## src/rtl/alu_pkg.sv

```systemverilog
// alu_pkg
//   Shared definitions for the execute-stage arithmetic unit: the 4-bit
//   ALUControl codes, the sequencing state type and the XLEN legality check.
//   No ports; imported by alu_mdu_stage.
package alu_pkg;

    // ALUControl codes produced by the decode and consumed by the datapath
    localparam logic [3:0] ALU_ADD    = 4'b0000;
    localparam logic [3:0] ALU_SUB    = 4'b0001;
    localparam logic [3:0] ALU_AND    = 4'b0010;
    localparam logic [3:0] ALU_OR     = 4'b0011;
    localparam logic [3:0] ALU_XOR    = 4'b0100;
    localparam logic [3:0] ALU_SLT    = 4'b0101;
    localparam logic [3:0] ALU_SLL    = 4'b0110;
    localparam logic [3:0] ALU_SRL    = 4'b0111;
    localparam logic [3:0] ALU_SRA    = 4'b1000;
    localparam logic [3:0] ALU_SLTU   = 4'b1001;
    localparam logic [3:0] ALU_MUL    = 4'b1010;
    localparam logic [3:0] ALU_MULH   = 4'b1011;
    localparam logic [3:0] ALU_MULHSU = 4'b1100;
    localparam logic [3:0] ALU_MULHU  = 4'b1101;
    localparam logic [3:0] ALU_DIV    = 4'b1110;
    localparam logic [3:0] ALU_REM    = 4'b1111;

    // Sequencing states; only IDLE is reachable when the divider is not built
    typedef enum logic [1:0] {
        IDLE = 2'b00,
        DIV  = 2'b01,
        FIX  = 2'b10
    } stateT;

    // The datapath only supports RV32 and RV64 widths
    function automatic bit xlenLegal(input int xlen);
        return (xlen == 32) || (xlen == 64);
    endfunction

endpackage

```

## src/rtl/div_iter.sv

```systemverilog
// div_iter
//   Restoring divider working on operand magnitudes, one quotient bit per
//   cycle, followed by a one-cycle sign-fix stage.
//   Ports:
//     clk, reset          clock, synchronous active-high reset
//     abort_i             drops any divide in progress
//     start_i             load operands and begin (ignored while aborting)
//     signed_i            1 = signed divide, 0 = unsigned
//     dividend_i/divisor_i operands, sampled on start_i
//     fixing_o            iterations finished; sign-fix runs this cycle
//     done_o              one-cycle pulse, quotient_o/remainder_o are final
//     quotient_o/remainder_o corrected results
//   Latency: start edge, XLEN iteration edges, one sign-fix edge.
module div_iter #(
    parameter int XLEN = 32
) (
    input  logic            clk,
    input  logic            reset,
    input  logic            abort_i,
    input  logic            start_i,
    input  logic            signed_i,
    input  logic [XLEN-1:0] dividend_i,
    input  logic [XLEN-1:0] divisor_i,
    output logic            fixing_o,
    output logic            done_o,
    output logic [XLEN-1:0] quotient_o,
    output logic [XLEN-1:0] remainder_o
);
    localparam int CW = $clog2(XLEN) + 1;
    localparam logic [CW-1:0] LAST = CW'(XLEN);

    logic            running_q;
    logic            done_q;
    logic            negQuo_q;
    logic            negRem_q;
    logic            divZero_q;
    logic [CW-1:0]   count_q;
    logic [XLEN-1:0] quo_q;
    logic [XLEN-1:0] rem_q;
    logic [XLEN-1:0] divisor_q;
    logic [XLEN-1:0] dividend_q;
    logic [XLEN-1:0] quotient_q;
    logic [XLEN-1:0] remainder_q;

    logic            dividendNeg;
    logic            divisorNeg;
    logic [XLEN-1:0] dividendMag;
    logic [XLEN-1:0] divisorMag;
    logic [XLEN:0]   shifted;
    logic            fits;
    logic [XLEN-1:0] remDiff;
    logic [XLEN-1:0] remNext;
    logic [XLEN-1:0] quoNext;

    // Operand magnitudes at start, and one restoring step on the partial
    // remainder. The shifted remainder needs one extra bit since it can
    // reach just under twice the divisor.
    always_comb begin
        dividendNeg = signed_i & dividend_i[XLEN-1];
        divisorNeg  = signed_i & divisor_i[XLEN-1];
        dividendMag = dividendNeg ? -dividend_i : dividend_i;
        divisorMag  = divisorNeg  ? -divisor_i  : divisor_i;
        shifted     = {rem_q, quo_q[XLEN-1]};
        fits        = shifted >= {1'b0, divisor_q};
        remDiff     = shifted[XLEN-1:0] - divisor_q;
        remNext     = fits ? remDiff : shifted[XLEN-1:0];
        quoNext     = {quo_q[XLEN-2:0], fits};
    end

    // Iteration control. Divide-by-zero is forced in the fix stage rather
    // than short-circuited, so every divide has the same latency. The
    // most-negative / -1 case falls out of the magnitude arithmetic.
    always_ff @(posedge clk) begin
        if (reset) begin
            running_q   <= 1'b0;
            done_q      <= 1'b0;
            negQuo_q    <= 1'b0;
            negRem_q    <= 1'b0;
            divZero_q   <= 1'b0;
            count_q     <= '0;
            quo_q       <= '0;
            rem_q       <= '0;
            divisor_q   <= '0;
            dividend_q  <= '0;
            quotient_q  <= '0;
            remainder_q <= '0;
        end else begin
            done_q <= 1'b0;
            if (abort_i) begin
                running_q <= 1'b0;
                count_q   <= '0;
            end else if (start_i) begin
                running_q  <= 1'b1;
                count_q    <= '0;
                quo_q      <= dividendMag;
                rem_q      <= '0;
                divisor_q  <= divisorMag;
                dividend_q <= dividend_i;
                negQuo_q   <= dividendNeg ^ divisorNeg;
                negRem_q   <= dividendNeg;
                divZero_q  <= (divisor_i == '0);
            end else if (running_q && (count_q == LAST)) begin
                if (divZero_q) begin
                    quotient_q  <= '1;
                    remainder_q <= dividend_q;
                end else begin
                    quotient_q  <= negQuo_q ? -quo_q : quo_q;
                    remainder_q <= negRem_q ? -rem_q : rem_q;
                end
                running_q <= 1'b0;
                count_q   <= '0;
                done_q    <= 1'b1;
            end else if (running_q) begin
                quo_q   <= quoNext;
                rem_q   <= remNext;
                count_q <= count_q + CW'(1);
            end
        end
    end

    assign fixing_o    = running_q && (count_q == LAST);
    assign done_o      = done_q;
    assign quotient_o  = quotient_q;
    assign remainder_o = remainder_q;

endmodule

```

## src/rtl/alu_mdu_stage.sv

```systemverilog
// alu_mdu_stage
//   Execute-stage arithmetic unit: ALU control decode, registered ALU,
//   single-cycle multiplier and an optional iterative divider behind a
//   valid/ready handshake.
//   Build option: define ALU_MDU_DIV_EN to build the divider and the
//   DIV/FIX states; otherwise divide/remainder complete in one cycle with
//   result 0 and illegal set.
//   Ports:
//     clk, reset, flush     clock, synchronous reset, synchronous abort
//     in_valid/in_ready     operation handshake
//     op5, funct3, funct7b5, funct7b0, ALUOp   decode fields
//     SrcA, SrcB            operands
//     out_valid/out_ready   result handshake
//     result, zero, illegal registered outputs
module alu_mdu_stage
    import alu_pkg::*;
#(
    parameter int XLEN = 32,
    parameter int SHW  = $clog2(XLEN)
) (
    input  logic            clk,
    input  logic            reset,
    input  logic            flush,
    input  logic            in_valid,
    output logic            in_ready,
    input  logic            op5,
    input  logic [2:0]      funct3,
    input  logic            funct7b5,
    input  logic            funct7b0,
    input  logic [1:0]      ALUOp,
    input  logic [XLEN-1:0] SrcA,
    input  logic [XLEN-1:0] SrcB,
    output logic            out_valid,
    input  logic            out_ready,
    output logic [XLEN-1:0] result,
    output logic            zero,
    output logic            illegal
);
    if (!xlenLegal(XLEN)) begin : gBadXlen
        $error("alu_mdu_stage: XLEN must be 32 or 64");
    end

    logic [3:0]        aluCtrl;
    logic              illegalDec;
    logic              illegalOp;
    logic              isDiv;
    logic              divPath;
    logic              busy;
    logic              accept;
    logic              aSign;
    logic              bSign;
    logic [2*XLEN-1:0] aExt;
    logic [2*XLEN-1:0] bExt;
    logic [2*XLEN-1:0] product;
    logic [XLEN-1:0]   result_d;

    logic              outValid_q;
    logic [XLEN-1:0]   result_q;
    logic              zero_q;
    logic              illegal_q;

    // ALUOp 11 is reserved and falls back to add. Only the funct-decoded
    // class can be illegal: R-type funct7b5 is meaningful only for sub/sra,
    // and the M path requires funct7b5 clear.
    always_comb begin
        aluCtrl    = ALU_ADD;
        illegalDec = 1'b0;
        case (ALUOp)
            2'b01: aluCtrl = ALU_SUB;
            2'b10: begin
                if (op5 && funct7b0) begin
                    illegalDec = funct7b5;
                    case (funct3)
                        3'b000:  aluCtrl = ALU_MUL;
                        3'b001:  aluCtrl = ALU_MULH;
                        3'b010:  aluCtrl = ALU_MULHSU;
                        3'b011:  aluCtrl = ALU_MULHU;
                        3'b100,
                        3'b101:  aluCtrl = ALU_DIV;
                        default: aluCtrl = ALU_REM;
                    endcase
                end else begin
                    illegalDec = op5 && funct7b5 && (funct3 != 3'b000) && (funct3 != 3'b101);
                    case (funct3)
                        3'b000:  aluCtrl = (op5 && funct7b5) ? ALU_SUB : ALU_ADD;
                        3'b001:  aluCtrl = ALU_SLL;
                        3'b010:  aluCtrl = ALU_SLT;
                        3'b011:  aluCtrl = ALU_SLTU;
                        3'b100:  aluCtrl = ALU_XOR;
                        3'b101:  aluCtrl = funct7b5 ? ALU_SRA : ALU_SRL;
                        3'b110:  aluCtrl = ALU_OR;
                        default: aluCtrl = ALU_AND;
                    endcase
                end
            end
            default: aluCtrl = ALU_ADD;
        endcase
    end

    assign isDiv = (aluCtrl == ALU_DIV) || (aluCtrl == ALU_REM);

`ifdef ALU_MDU_DIV_EN
    assign illegalOp = illegalDec;
    assign divPath   = isDiv;
`else
    assign illegalOp = illegalDec | isDiv;
    assign divPath   = 1'b0;
`endif

    // One shared multiplier: operands are sign- or zero-extended to 2*XLEN
    // so the low 2*XLEN bits of the product are right for every variant.
    always_comb begin
        aSign   = ((aluCtrl == ALU_MULH) || (aluCtrl == ALU_MULHSU)) && SrcA[XLEN-1];
        bSign   = (aluCtrl == ALU_MULH) && SrcB[XLEN-1];
        aExt    = {{XLEN{aSign}}, SrcA};
        bExt    = {{XLEN{bSign}}, SrcB};
        product = aExt * bExt;
    end

    // Single-cycle datapath; divide codes produce 0 here and, when the
    // divider is built, are replaced by the divider result in FIX.
    always_comb begin
        result_d = '0;
        case (aluCtrl)
            ALU_ADD:    result_d = SrcA + SrcB;
            ALU_SUB:    result_d = SrcA - SrcB;
            ALU_AND:    result_d = SrcA & SrcB;
            ALU_OR:     result_d = SrcA | SrcB;
            ALU_XOR:    result_d = SrcA ^ SrcB;
            ALU_SLT:    result_d = {{(XLEN-1){1'b0}}, ($signed(SrcA) < $signed(SrcB))};
            ALU_SLTU:   result_d = {{(XLEN-1){1'b0}}, (SrcA < SrcB)};
            ALU_SLL:    result_d = SrcA << SrcB[SHW-1:0];
            ALU_SRL:    result_d = SrcA >> SrcB[SHW-1:0];
            ALU_SRA:    result_d = $signed(SrcA) >>> SrcB[SHW-1:0];
            ALU_MUL:    result_d = product[XLEN-1:0];
            ALU_MULH,
            ALU_MULHSU,
            ALU_MULHU:  result_d = product[2*XLEN-1:XLEN];
            default:    result_d = '0;
        endcase
    end

`ifdef ALU_MDU_DIV_EN
    stateT           state_q;
    logic            selRem_q;
    logic            divIllegal_q;
    logic            divStart;
    logic            divFixing;
    logic            divDone;
    logic [XLEN-1:0] divQuotient;
    logic [XLEN-1:0] divRemainder;
    logic [XLEN-1:0] divResult;

    assign busy      = (state_q != IDLE);
    assign divStart  = accept && !flush && divPath;
    assign divResult = selRem_q ? divRemainder : divQuotient;

    div_iter #(.XLEN(XLEN)) uDivIter (
        .clk         (clk),
        .reset       (reset),
        .abort_i     (flush),
        .start_i     (divStart),
        .signed_i    (~funct3[0]),
        .dividend_i  (SrcA),
        .divisor_i   (SrcB),
        .fixing_o    (divFixing),
        .done_o      (divDone),
        .quotient_o  (divQuotient),
        .remainder_o (divRemainder)
    );
`else
    assign busy = 1'b0;
`endif

    assign in_ready = !busy && (!outValid_q || out_ready);
    assign accept   = in_valid && in_ready;

    // Output register and sequencing. flush outranks everything but reset;
    // the output register only changes on a new load, so it holds while
    // out_valid waits on out_ready.
    always_ff @(posedge clk) begin
        if (reset) begin
            outValid_q <= 1'b0;
            result_q   <= '0;
            zero_q     <= 1'b0;
            illegal_q  <= 1'b0;
`ifdef ALU_MDU_DIV_EN
            state_q      <= IDLE;
            selRem_q     <= 1'b0;
            divIllegal_q <= 1'b0;
`endif
        end else if (flush) begin
            outValid_q <= 1'b0;
`ifdef ALU_MDU_DIV_EN
            state_q    <= IDLE;
`endif
        end else if (accept && !divPath) begin
            outValid_q <= 1'b1;
            result_q   <= result_d;
            zero_q     <= (result_d == '0);
            illegal_q  <= illegalOp;
`ifdef ALU_MDU_DIV_EN
        end else if (accept) begin
            outValid_q   <= 1'b0;
            state_q      <= DIV;
            selRem_q     <= (aluCtrl == ALU_REM);
            divIllegal_q <= illegalOp;
        end else if (state_q == DIV) begin
            if (divFixing) begin
                state_q <= FIX;
            end
        end else if (state_q == FIX) begin
            if (divDone) begin
                outValid_q <= 1'b1;
                result_q   <= divResult;
                zero_q     <= (divResult == '0);
                illegal_q  <= divIllegal_q;
                state_q    <= IDLE;
            end
`endif
        end else if (out_ready) begin
            outValid_q <= 1'b0;
        end
    end

    assign out_valid = outValid_q;
    assign result    = result_q;
    assign zero      = zero_q;
    assign illegal   = illegal_q;

endmodule

```

## config.mk

```make
export PLATFORM = sky130hd
export DESIGN_NAME = alu_mdu_stage
export DESIGN_NICKNAME = d
export VERILOG_FILES = /design/src/rtl/alu_pkg.sv /design/src/rtl/div_iter.sv /design/src/rtl/alu_mdu_stage.sv
export SDC_FILE = /design/constraint.sdc
export NUM_CORES = 2
export LEC_CHECK = 0
export ABC_AREA = 1
export CAP_MARGIN = 20
export CORE_ASPECT_RATIO = 1.1
export CORE_MARGIN = 2
export CORE_UTILIZATION = 65
export DETAILED_ROUTE_END_ITERATION = 16
export HOLD_SLACK_MARGIN = 0.1
export PLACE_DENSITY = 0.81
export SLEW_MARGIN = 30
export SYNTH_ARGS = -nofsm -noshare
export SYNTH_HDL_FRONTEND = slang
export SYNTH_SLANG_ARGS = --single-unit
```

## constraint.sdc

```tcl
create_clock -name clk -period 25.8 [get_ports clk]
set_input_delay 3.87 -clock clk [delete_from_list [all_inputs] [get_ports clk]]
set_output_delay 3.87 -clock clk [all_outputs]
set_load 0.1 [all_outputs]
```

## Yosys cells after proc, flatten, opt, wreduce, memory -nomap -nowiden

Index checks and enable logic that the tools add are counted.

- $add $sub $neg: 2
- Shift-type cells: 3
- $mul: 1
- Bitwise operators: 5
- Order comparisons: 2
- Reductions and logical operators: 20
- Multiplexer cells: 11
- Equality and inequality tests: 24

Operators with widths:

| cell | count |
|---|---|
| one-hot mux 32 bit (12 select lines) | 1 |
| less-than comparator 32 bit | 2 |
| multiplier 33 x 33 -> 64 bit | 1 |
| adder 32 bit | 1 |
| bitwise AND 32 bit | 1 |
| equality test 4 bit (second input constant) | 8 |
| logical NOT 32 bit | 1 |
| bitwise OR 32 bit | 1 |
| << shifter 32 x 5 -> 32 bit | 1 |
| >> shifter 32 x 5 -> 32 bit | 1 |
| >>> shifter 32 x 5 -> 32 bit | 1 |
| subtractor 32 bit | 1 |
| bitwise XOR 32 bit | 1 |
| one-hot mux 4 bit (7 select lines) | 1 |
| equality test 4 x 3 -> 1 bit (second input constant) | 4 |
| one-hot mux 3 bit (5 select lines) | 1 |
| equality test 3 bit (second input constant) | 3 |
| equality test 4 x 2 -> 1 bit (second input constant) | 2 |
| 2-to-1 mux 4 bit | 2 |
| one-hot mux 4 bit (2 select lines) | 1 |
| logical AND 1 bit | 7 |
| equality test 3 x 2 -> 1 bit (second input constant) | 2 |
| 2-to-1 mux 1 bit | 5 |
| equality test 4 x 1 -> 1 bit (second input constant) | 1 |
| 15 further kinds | 18 |

- Input bits: 77
- Bits in registers: 35
- Output and inout port bits: 36

## Logic depth before layout (Yosys ltp)

- Word-level depth: 11
- Gate-level depth with buffers: 49
- Gate-level depth less buffers: 48

## Worst setup path after synthesis

No wires, ideal clock.

- Kind: input -> register
- Start: input ALUOp[0]
- End: register zero_q, in the netlist zero
- Buffers on the path: 1
- Data arrival time: 12589 ps
- Library setup time: 68 ps
- Data required time: 25732 ps
- Slack: 13144 ps
- Stages on the path: 46
- Cells stage by stage: inv_1 > ha_1 > inv_1 > nand2_1 > inv_1 > o21ai_1 > nor2_4 > nor2_2 > nand2_1 > nand2_2 > inv_4 > clkbuf_1 > nor2_1 > fa_1 > inv_1 > fa_1 > inv_1 > fa_1 > (+10 left out) > nand2_1 > nor2_1 > inv_1 > nor2_1 > nand2_1 > nor3_1 > nand2_1 > nand3_1 > nand2_1 > nand3_1 > nand4_1 > nor2_1 > nand2_1 > nor2_1 > nand4_1 > nor3_2 > nand2_1 > a21oi_2

- Longest elaborated chain between the ends: 8

Ends and longest elaborated chain:

| what | line | source |
|---|---|---|
| start, declared | alu_mdu_stage.sv:30 | `input logic [1:0] ALUOp,` |
| equality test 2 bit or equality test 2 x 1 -> 1 bit (tied branches) | alu_mdu_stage.sv:68 | `case (ALUOp)` |
| one-hot mux 4 bit (2 select lines) (*) | alu_mdu_stage.sv:68 |  |
| equality test 4 bit (on tied branches) | alu_mdu_stage.sv:113, alu_mdu_stage.sv:114, alu_mdu_stage.sv:124 |  |
| logical OR 1 bit | alu_mdu_stage.sv:113 | `aSign = ((aluCtrl == ALU_MULH) \|\| (aluCtrl == ALU_MULHSU)) && SrcA[XLEN-1];` |
| logical AND 1 bit | alu_mdu_stage.sv:113 |  |
| multiplier 33 x 33 -> 64 bit | alu_mdu_stage.sv:117 | `product = aExt * bExt;` |
| one-hot mux 32 bit (12 select lines) (*) | alu_mdu_stage.sv:124 | `case (aluCtrl)` |
| logical NOT 32 bit (*) | alu_mdu_stage.sv:200 | `zero_q <= (result_d == '0);` |
| end signal, assigned | alu_mdu_stage.sv:200 |  |
| end, declared | alu_mdu_stage.sv:59 | `logic zero_q;` |

Mark *: on every way between the ends. The rest lies on a longest branch, timed or not.
A chain may end at the register's enable or synchronous reset.

## Worst setup path in the final report

Ends and elaborated chain as after synthesis.

==> flow_summary.toml <==
[min_path]
worstHoldPathType = "flip-flop to flip-flop"
min_path_cells = 2
hp-start = "result[3]"
min_to = "result[3]"

[synthesis]
synth_xor_area_frac = 0.007650
synth_top_area_share = 0.4379
synth.top_cells.by_area = "fa_1 (44%), nand2_1 (14%), inv_1 (14%)"
ys_ff_latch = 35
synthArstFlopShare = 0
synth-seq-area-share = 0.01360
yosysMostFrequentCell = "nand2_1"
syn-mean-instance-area_um2 = 7.001
synth_flop_cell = "dfxtp_1"
syn-instance-count = 7359
synth_mux_area_frac = 0.0001943
syn_area_um2 = 51520
yosys.area_share.adder = 0.5135
synth_cell_types = 57
yosys.area_share.simple = 0.2415
synth_compound_area_frac = 0.05702
yosys_warnings = 0
synth_nets = 8874
synth_top_family_by_area = "adder cells"
netlist.top_cell.by_area = "fa_1"
synth_edf_count = 0
synth_common_cells = "nand2_1 (1972), inv_1 (1895), fa_1 (1127)"

[drt]
dr.pass1.iters = 10
viasPerCell = 6.210
routed_wirelength_um = 212700
via_count = 51320
ant_nets = 0
drtIter0Drc = 7498
wl_per_cell_um = 25.73
drc = 0

[timing]
setup-violations-final = 0
layout_min_cycle_time_ps = 15010
fmax_mhz = 66.61
worst_pin_slew_ps = 1043
drv_slew = 0
rsz0062_at_grt = "no"
fin_crit_sh = 0.5819
setup-tns-final_ps = 0
hold_viol_final = 0
skew_ps = 10.29
slew_headroom = 0.3023

[setup_path]
cp_slowest_cell = "fa_1"
path_class = "primary input to flip-flop"
required_ps = 26000
rr_endpoint = "zero"
cp_num_cells = 41
crit_family = "adder cells"
r2r-start = "out_valid"
path_buf_inv = 9
start_kind = "primary input"
crit_path_max_fanout = 19
setup.worst_path.start = "ALUOp[0]"
rr_worst_depth = 12
reg2reg_slack_ps = 23360
critPathMaxStageDelay_ps = 950
end_kind = "flip-flop"
cp.arrival_ps = 15210

[die]
initial_core_util = 0.6551
die_w_um = 272.4
fp.dieH_um = 299.3
num_io_pins = 113
dieArea_um2 = 81530
rows = 108
core_um2 = 78650

[clock_tree]
ctsResizeCount = 0
cts_tree = "yes"
path_clk_slew_ps = 60
cts.path.max_buffers = 2
postCtsHoldBufs = 0
htreeDepth = 2
cts_setup_buffers = 0
cts_sinks = 35
cts_root_buf = "clkbuf_16"
cts_buffers = 5
insertion_delay_ps = 290

[grt]
grt_max_degree = 72
track_usage = 0.5346
antenna_found_initial = 10
grt_pass1_wl_um = 322500
grt_pass1_vias = 55090
grt_overflow_total = 0

[placed_design]
portBuffers = 112
gp_congestion = 1.166
place_hpwl_um = 167100

[finish]
fill_cells = 6174
drive_above_1_share = 0.02524
finish.net_count = 8724
area_delta_synth_final_pct = 3.366

[run_status]
outcome = "completed"

[run]
maxCapViolations = 0
[area by class of cell]
class | count | area (um^2) | share of cell area
Antenna cell | 9 | 22.52 | 0.0004229
Multi-Input combinational cell | 5062 | 42240 | 0.7933
Clock buffer | 6 | 138.9 | 0.002608
Timing Repair Buffer | 194 | 1629 | 0.03059
Inverter | 1911 | 7176 | 0.1347
Clock inverter | 2 | 35.03 | 0.0006579
Sequential cell | 35 | 700.7 | 0.01316
Tap cell | 1045 | 1308 | 0.02455
[layer usage]
| metal | wire length [um] | track usage |
|---|---|---|
| met5 | 74 | 0.004678 |
| met4 | 22370 | 0.4150 |
| met3 | 31210 | 0.2020 |
| met2 | 90160 | 0.7920 |
| met1 | 68840 | 0.6276 |
[how the worst max path moves through the flow]
stage,end
after detailed placement,zero
after global placement,zero
final,zero
after CTS,zero
after global routing,zero
after floorplan,zero
[per-stage QoR]
stage          cell area, um^2  hold slack [ps]  cells  worst slack, ps  utilization
2_1_floorplan            51520            937.7   7359            13140            -
3_3_place_gp             53060            483.3   8247            11120       0.6747
3_5_place_dp             53060            485.5   8247            10740       0.6746
4_1_cts                  53230            501.3   8255            10990       0.6768
5_1_grt                  53230            523.3   8255            10200       0.6768
6_report                 53250            500.7   8264            10790       0.6771
[tightest hold or removal path, stage by stage (launching register included)]
cell and delay [ps]:
dfxtp_1 320, o211ai_1 100, inv_1 50
[state kept, by name, indices dropped and copies added, names as in the netlist]
name and flops:
result 32, illegal 1, out_valid 1, zero 1
[kinds of logic after synthesis]
kind of cell	after synthesis
xor+xnor	45
fa+ha+maj	1438
flops	35
simple gates	3052
mux	1
buf+inv	2262
compound gates	526
[placed cells by master, fill, tap and decap left out, types with 8 or more instances in the layout]
master,n
diode_2,9
o21a_1,8
o21bai_1,20
nor2_1,501
nand4_1,64
buf_2,19
xor2_1,28
o21ai_0,183
buf_4,85
and2_1,9
nand3_1,396
a31oi_1,12
xnor2_1,17
a21oi_1,216
or2_2,27
dfxtp_1,35
ha_1,311
inv_1,1894
o22ai_1,12
nand3b_1,18
inv_2,14
o211ai_1,30
nor3_1,41
clkdlybuf4s50_1,89
fa_1,1126
nand2_1,1972
Power is not shown: default switching activity piles up to over one toggle a cycle in this logic, so the estimate is an artifact.
